--- src/rtl/sync_up_range_cntr.sv ---
// Synchronous LOW..HIGH up counter with enable, range-checked load, terminal count
// and illegal-state recovery. Optional 8-bit wrap counter under SYNC_UP_CNTR_WRAP_CNT_EN.
module sync_up_range_cntr #(
  parameter int WIDTH = 3,
  parameter int LOW   = 2,
  parameter int HIGH  = 5
) (
  input  logic             clk,
  input  logic             clear,
  input  logic             en,
  input  logic             load,
  input  logic [WIDTH-1:0] d,
  output logic [WIDTH-1:0] q,
  output logic [WIDTH-1:0] qBar,
  output logic             tc,
  output logic             load_err
`ifdef SYNC_UP_CNTR_WRAP_CNT_EN
  ,
  output logic [7:0]       wrap_cnt
`endif
);

  generate
    if ((LOW < 0) || (LOW >= HIGH) || (HIGH > (2 ** WIDTH) - 1)) begin : g_param_err
      $error("sync_up_range_cntr: need 0 <= LOW < HIGH <= 2**WIDTH-1");
    end
  endgenerate

  localparam logic [WIDTH-1:0] LO = WIDTH'(LOW);
  localparam logic [WIDTH-1:0] HI = WIDTH'(HIGH);

  logic [WIDTH-1:0] q_r;
  logic [WIDTH-1:0] q_nxt;
  logic             in_range_q;
  logic             in_range_d;
  logic             load_err_nxt;

  // Next-state logic reads the q port net so an upset on q is seen directly.
  assign q          = q_r;
  assign qBar       = ~q;
  assign in_range_q = (q >= LO) && (q <= HI);
  assign in_range_d = (d >= LO) && (d <= HI);
  assign tc         = clear & en & (q == HI) & ~load;

  always_comb begin
    q_nxt        = q;
    load_err_nxt = 1'b0;
    if (!in_range_q) begin
      q_nxt = LO;
    end else if (load) begin
      if (in_range_d) begin
        q_nxt = d;
      end else begin
        q_nxt        = LO;
        load_err_nxt = 1'b1;
      end
    end else if (en) begin
      if (q == HI) q_nxt = LO;
      else         q_nxt = q + 1'b1;
    end
  end

  // One flop per bit; the async clear value of each bit comes from LOW.
  generate
    for (genvar i = 0; i < WIDTH; i++) begin : g_bit
      always_ff @(posedge clk or negedge clear) begin
        if (!clear) q_r[i] <= LO[i];
        else        q_r[i] <= q_nxt[i];
      end
    end
  endgenerate

  always_ff @(posedge clk or negedge clear) begin
    if (!clear) load_err <= 1'b0;
    else        load_err <= load_err_nxt;
  end

`ifdef SYNC_UP_CNTR_WRAP_CNT_EN
  logic wrap;

  assign wrap = in_range_q & ~load & en & (q == HI);

  always_ff @(posedge clk or negedge clear) begin
    if (!clear)    wrap_cnt <= 8'd0;
    else if (wrap) wrap_cnt <= wrap_cnt + 8'd1;
  end
`endif

endmodule
--- config.mk ---
export PLATFORM = sky130hd
export DESIGN_NAME = sync_up_range_cntr
export DESIGN_NICKNAME = d
export VERILOG_FILES = /design/src/rtl/sync_up_range_cntr.sv
export SDC_FILE = /design/constraint.sdc
export NUM_CORES = 1
export LEC_CHECK = 0
export ABC_AREA = 1
export CORE_AREA = 2 2 39 41
export DETAILED_ROUTE_END_ITERATION = 16
export DIE_AREA = 0 0 41 43
export PLACE_DENSITY_LB_ADDON = 0.2
export SYNTH_ARGS = -nofsm -noshare
export SYNTH_HDL_FRONTEND = slang
export SYNTH_SLANG_ARGS = --single-unit
--- constraint.sdc ---
create_clock -name clk -period 1.2 [get_ports clk]
set_input_delay 0.12 -clock clk [delete_from_list [all_inputs] [get_ports clk]]
set_output_delay 0.12 -clock clk [all_outputs]
set_load 0.03 [all_outputs]
# After elaboration in Yosys (flattened, before gate mapping)
# Index checks and enable logic that the tools add are counted.
# classes
muxes	8
n_bitwise	5
n_reduce_logical	2
order_cmp	4
n_addsub	1
n_eq_ne	2
# ops
op	n
3-bit 2-to-1 mux	5
3-bit by 2-bit greater-or-equal comparator with 1-bit output, second input constant	2
3-bit less-or-equal comparator, second input constant	2
3-bit by 1-bit adder with 3-bit output, second input constant	1
1-bit AND	3
3-bit == test, second input constant	1
1-bit 2-to-1 mux	3
3-bit != test, second input constant	1
3-bit NOT	1
1-bit logical AND	2
1-bit NOT	1
# totals
input_bits	7
regBits	4
elab_cells	26
output_inout_bits	8

# Longest topological paths before layout
# Gate-level depths: netlist of the first run.
# logic_depth
word_depth	5
mapped_depth	8
mapped_depth_nobuf	8

# Worst setup path before layout of the first run
# No wires, ideal clock.
# synth_path
path_type	reg2out
start	register q_r[1] (netlist: q[1])
end	output port tc
t_arrival_ps	1436
path_buffers	0
path_slack_ps	-356
stages_incl_launch_ff	5
required_time_ps	1080
cell_sequence	dfstp_2 -> inv_1 -> ha_1 -> nand2_1 -> nor2_1
# synth_between
elab_chain_cells	3
# synth_lines
item	line_no	source
start, declared	32	logic [WIDTH-1:0] q_r;
start signal, assigned by index	67	if (!clear) q_r[i] <= LO[i];
start signal, assigned by index	68	else q_r[i] <= q_nxt[i];
3-bit == test	43	assign tc = clear & en & (q == HI) & ~load;
1-bit AND (2 in a row)	43	
end, declared	15	output logic tc,
# Every way passes these cells.

# Worst setup path after layout of the first run
# Same ends and word-level chain as after synthesis.

==> metrics.cfg, run 1 <==
[placement]
gp_congestion = 0.739
placed_cell_area_sq_um = 499
dp_hpwl_um = 619
io_buffers = 14

[sta]
finalCritPeriodShare_pct = 111
maxSlewHeadroom_pct = 80.2
tightest_slew_ns = 0.298
setup_viol = 5
finClkSkew_ns = 0.00494
final-hold-violation-count = 0
drv_slew = 0
finalCriticalPeriod_ns = 1.33
finalWorstSetupSlack_ns = -0.126
fmax_mhz = 754
grt_setup_unrepaired = yes

[clock_network]
cts_max_level = 1
tritoncts = built
clk_pin_slew_ns = 0.04
clk_latency_ns = 0.23
clockBufferDepth = 2
cts_buffers = 3
cts_root_buf = clkbuf_4
clock_sinks = 4

[global_routing]
track_usage_pct = 10.8
grt_max_degree = 7
grt_pass1_vias = 337
antenna_found_initial = 0
overflow = 0
grt_pass1_wl_um = 1240

[logic_synthesis]
syn_area_per_cell_sq_um = 6.28
netlist_instances = 50
syn_nets = 59
ys_seq_elements = 4
yosysWarnings = 0
ys_seq_area_share_pct = 32.3
yosysUniqueCellTypes = 12
netlist_area_sq_um = 314

[detailed_routing]
wirelength_um = 842
first_pass_iters = 4
vias = 378
detail_route.vias_per_cell = 4.15
postRouteAntennaNets = 0
drt_iter0_drc = 3
drc = 0
wire_per_inst_um = 9.25

[floorplan]
fp.dieArea_sq_um = 1760
coreArea_sq_um = 1380
die_w_um = 41
core.rowCount = 14
initial_utilization_pct = 22.7
ios = 15
dieHeight_um = 43

[critical_path]
timing.critical_path.cells = inv_2 -> ha_4 -> nand2_4 -> nor2_2 -> buf_6
critPathSlowestCell = dfstp_2
crit_buf_inv = 2
critPathArrivalTime_ns = 1.21
max_stage_delay_ns = 0.53
path_delay_family = flip-flops
worstSetupPathType = register to output port
worstPathRequired_ns = 1.08
crit_path_max_fanout = 3
startpoint_type = register
crit_path_end_kind = output port

[pwr]
p_switching_w = 0.000637
leakage_nw = 0.311
p_comb_share_pct = 66.4
max-vdd-ir-drop_uv = 730
p_int_w = 0.000698
p_per_area_nw_per_um2 = 2290
p_clk_share_pct = 13.5
switching_share_pct = 47.7
seqPwrFrac_pct = 20.2

[final_layout]
diodes = 0
fin_util_pct = 42.1
layout_common_cells = 16 x nand2_1, 11 x buf_4, 6 x inv_1, 6 x nand3_1, 6 x clkdlybuf4s50_1
num-fill-cells = 151
nets = 85
register_area_sq_um = 103
final_common_cell = nand2_1
finish.instance_area_sq_um = 583
synthToLayoutAreaGrowth_pct = 85.7
multiInputGateArea_sq_um = 221
drive_gt1_share_pct = 40.0

[status]
violations = negative setup slack
status = finished, violations left

[run]
maxCapViolations = 0

[min_path]
hp-class = input port to async pin

metrics by stage:
stage	setup slack [ns]	std cells	power, W	hold slack, ns	setup TNS (ns)
floorplan	-0.327	50	0.000712	-0.176	-1.25
global placement	-0.0682	85	0.00103	0.474	-0.201
detailed placement	-0.0784	85	0.00102	0.469	-0.242
CTS	-0.135	91	0.00127	0.222	-0.415
global route	-0.176	91	0.00144	0.230	-0.661
finish	-0.126	91	0.00134	0.217	-0.345
cells in the mapped netlist, drive strengths merged:
| library cell | count | area share (%) |
|---|---|---|
| inv | 8 | 9.6 |
| nor2 | 5 | 6.8 |
| o21ai | 1 | 1.6 |
| dfrtp | 3 | 24 |
| nand3 | 7 | 11 |
| ha | 2 | 8.0 |
| a21oi | 2 | 3.2 |
| nand2 | 21 | 27 |
| dfstp | 1 | 8.4 |
per-layer routing:
metal / share of wire, % / track usage (%) / vias up
met3: 4.9 / 7.85 / 0
met1: 40 / 12.7 / 163
met5: 0 / 0 / -
li1: - / - / 204
met4: 0 / 2.00 / 0
met2: 54 / 15.6 / 11
power groups by stage:
stage	logic [W]	registers [W]	clock network [W]
after floorplan	0.000357	0.000355	0
after global placement	0.000781	0.000248	0
after detailed placement	0.000773	0.000249	0
after CTS	0.000824	0.000260	0.000190
after global routing	0.000959	0.000278	0.000203
final	0.000886	0.000269	0.000180
state kept, by name, summed over array words and instances (netlist names):
signal	flops
load_err	1
q	3
worst paths after layout:
check                            startpoint                 end  slack [ns]  cells past startpoint
max in group asynchronous             clear    q[1]$_DFFE_PN1P_        0.79                      2
min in group clk                       d[1]  load_err$_DFF_PN0_        0.49                      3
max reg2reg                q[1]$_DFFE_PN1P_    q[0]$_DFFE_PN0P_       -0.07                      9
min                                   clear    q[0]$_DFFE_PN0P_        0.22                      2
max                        q[1]$_DFFE_PN1P_                  tc       -0.13                      5
min reg2reg                q[1]$_DFFE_PN1P_    q[1]$_DFFE_PN1P_        0.64                      3
final cells by class:
| type | count | share of cell area (%) |
|---|---|---|
| Clock buffer | 4 | 4.51 |
| Inverter | 8 | 5.15 |
| Multi-Input combinational cell | 38 | 38.0 |
| Sequential cell | 4 | 17.6 |
| Tap cell | 16 | 3.43 |
| Timing Repair Buffer | 21 | 31.3 |
timing repair:
item,CTS,global route
pin swaps,1,2
resized for setup,9,5
buffers inserted,2,0
hold buffers,0,0
endpoints found under the setup margin,6,7
kinds of logic after synthesis:
family,Yosys count,synth area share (%)
AO/OA/AOI/OAI,3,4.78
adder cells (fa/ha/maj),2,7.97
buffers and inverters,8,9.56
flip-flops,4,32.3
AND/OR/NAND/NOR,33,45.4
No activity file was read; power rests on OpenSTA's default activity.
==> run 2, diff against run 1 <==
- CTS_BUF_LIST: default -> sky130_fd_sc_hd__clkbuf_8
==> run 2 against run 1 <==
Effect of this change: the run still ends with negative setup slack left; wire length decreased by 0.48%; combinational power decreased by 3.0%; power increased by 6.5%; largest power group unchanged; fmax increased by 1.1%; via count decreased by 1.6%; worst setup slack improved by 0.015 ns; global-route usage increased by 0.10 points; design area increased by 2.1%; largest cell class unchanged; highest routed layer unchanged; clock power increased by 61%.
==> metrics.cfg, run 2 (synthesized netlist as in run 1, its figures left out) <==
[floorplan]
core.rowCount = 14  ; unchanged
dieHeight_um = 43  ; unchanged
coreArea_sq_um = 1380  ; unchanged
ios = 15  ; unchanged
die_w_um = 41  ; unchanged
initial_utilization_pct = 22.7  ; unchanged
fp.dieArea_sq_um = 1760  ; unchanged

[sta]
finalCriticalPeriod_ns = 1.31  ; was 1.33 ns
fin_tns_setup_ns = -0.255  ; was -0.345 ns
tightest_slew_ns = 0.325  ; was 0.298 ns
drv_slew = 0  ; unchanged
finalWorstSetupSlack_ns = -0.111  ; was -0.126 ns
fmax_mhz = 763  ; was 754 MHz
setup_viol = 4  ; was 5
grt_setup_unrepaired = yes  ; unchanged
maxSlewHeadroom_pct = 78.3  ; was 80.2%
finalCritPeriodShare_pct = 109  ; was 111%
final-hold-violation-count = 0  ; unchanged
finClkSkew_ns = 0.00194  ; was 0.00494 ns

[placement]
gp_congestion = 0.739  ; unchanged
placed_cell_area_sq_um = 499  ; unchanged
place_ws_ns = -0.0784  ; unchanged
io_buffers = 14  ; unchanged
dp_hpwl_um = 619  ; unchanged

[final_layout]
largest_registers = q (3), load_err (1)  ; unchanged
largest_register = q  ; unchanged
diodes = 0  ; unchanged
largest_reg_flops = 3  ; unchanged
synthToLayoutAreaGrowth_pct = 89.6  ; was 85.7%
nets = 84  ; was 85
finish.instance_area_sq_um = 596  ; was 583 sq um
fin_util_pct = 43.0  ; was 42.1%
final_common_cell = nand2_1  ; unchanged
drive_gt1_share_pct = 39.2  ; was 40.0%
layout_common_cells = 16 x nand2_1, 11 x buf_4, 7 x inv_1  ; was 16 x nand2_1, 11 x buf_4, 6 x inv_1, 6 x nand3_1, 6 x clkdlybuf4s50_1

[critical_path]
max_stage_delay_ns = 0.53  ; about the same
critPathArrivalTime_ns = 1.19  ; was 1.21 ns
critPathSlowestCell = dfstp_2  ; unchanged
worstPathRequired_ns = 1.08  ; about the same
worstSetupPathType = register to output port  ; unchanged
crit_path_end_kind = output port  ; unchanged
crit_buf_inv = 2  ; unchanged
timing.critical_path.cells = inv_2 -> ha_4 -> nand2_4 -> nor2_2 -> buf_6  ; unchanged
startpoint_type = register  ; unchanged
path_delay_family = flip-flops  ; unchanged
rrSetupSlack_ns = -0.05  ; was -0.07 ns
crit_path_max_fanout = 3  ; unchanged

[status]
violations = negative setup slack  ; unchanged
status = finished, violations left  ; unchanged

[detailed_routing]
wirelength_um = 838  ; was 842 um
wire_per_inst_um = 9.31  ; was 9.25 um
postRouteAntennaNets = 0  ; unchanged
detail_route.vias_per_cell = 4.13  ; was 4.15
drc = 0  ; unchanged
drt_iter0_drc = 4  ; was 3
first_pass_iters = 4  ; unchanged
vias = 372  ; was 378

[pwr]
p_per_area_nw_per_um2 = 2390  ; was 2290 nW/um^2
p_comb_share_pct = 60.4  ; was 66.4%
seqPwrFrac_pct = 19.3  ; was 20.2%
max-vdd-ir-drop_uv = 616  ; was 730 uV
p_clk_share_pct = 20.3  ; was 13.5%
switching_share_pct = 45.9  ; was 47.7%
p_switching_w = 0.000652  ; was 0.000637 W
p_int_w = 0.000770  ; was 0.000698 W
leakage_nw = 0.325  ; was 0.311 nW

[clock_network]
cts_buffers = 3  ; unchanged
clk_latency_ns = 0.22  ; was 0.23 ns
clockBufferDepth = 2  ; unchanged
tritoncts = built  ; unchanged
postCtsHoldBufs = 0  ; unchanged
clk_pin_slew_ns = 0.03  ; was 0.04 ns
clock_sinks = 4  ; unchanged
cts_root_buf = clkbuf_8  ; was clkbuf_4
cts_max_level = 1  ; unchanged

[min_path]
hp-class = input port to async pin  ; unchanged

[global_routing]
antenna_found_initial = 0  ; unchanged
grt_pass1_wl_um = 1260  ; was 1240 um
overflow = 0  ; unchanged
grt_pass1_vias = 339  ; was 337
track_usage_pct = 10.9  ; was 10.8%
grt_max_degree = 7  ; unchanged

[run]
maxCapViolations = 0  ; unchanged

==> run 2: cell count changes in the layout (fill, tap and decap cells not counted), sizes merged <==
cell,change
inv,+1
clkbuf,-1
buf,-1
==> run 2: worst paths after layout <==
path,cells past startpoint,startpoint,end
max,5,q[1]$_DFFE_PN1P_,tc
max in group asynchronous,2,clear,q[1]$_DFFE_PN1P_
max reg2reg,9,q[1]$_DFFE_PN1P_,q[1]$_DFFE_PN1P_
min in group clk,3,d[1],load_err$_DFF_PN0_
min,2,clear,load_err$_DFF_PN0_
min reg2reg,3,q[1]$_DFFE_PN1P_,q[1]$_DFFE_PN1P_
==> run 2: stage by stage <==
step | std cells | hold WS [ns] | total power (W)
after floorplan | 50 | -0.176 | 0.000712
after global placement | 85 | 0.474 | 0.00103
after detailed placement | 85 | 0.469 | 0.00102
after CTS | 91 | 0.244 | 0.00139
after global routing | 90 | 0.258 | 0.00153
final | 90 | 0.238 | 0.00142
==> run 2: routing by layer <==
layer / vias to the layer above / GRT usage [%] / part of all wire [%] / wire (um)
met5: - / 0 / 0 / 0
met4: 0 / 2.00 / 0 / 0
met3: 0 / 7.85 / 5.8 / 49
met2: 11 / 15.6 / 53 / 443
met1: 160 / 13.0 / 41 / 346
li1: 201 / - / - / -
==> run 2: area by class of cell <==
| cell class | count | area [sq um] |
|---|---|---|
| fillers | 155 | 788 |
| multi-input cells | 38 | 226 |
| repair buffers | 20 | 171 |
| flip-flops and latches | 4 | 103 |
| clock buffers | 3 | 41.3 |
| inverters | 8 | 30.0 |
| well taps | 16 | 20.0 |
| clock inverters | 1 | 3.75 |
==> run 2: power by group through the flow <==
stage	Combinational [W]	Sequential (W)	Clock [W]
CTS	0.000824	0.000260	0.000303
global placement	0.000781	0.000248	0
global route	0.000933	0.000282	0.000311
finish	0.000859	0.000274	0.000289
floorplan	0.000357	0.000355	0
detailed placement	0.000773	0.000249	0
==> run 2: timing repair <==
action	in CTS	in global routing
endpoints found under the setup margin	6	7
pin swaps	1	5
setup buffers	2	0
gates resized for setup	9	5
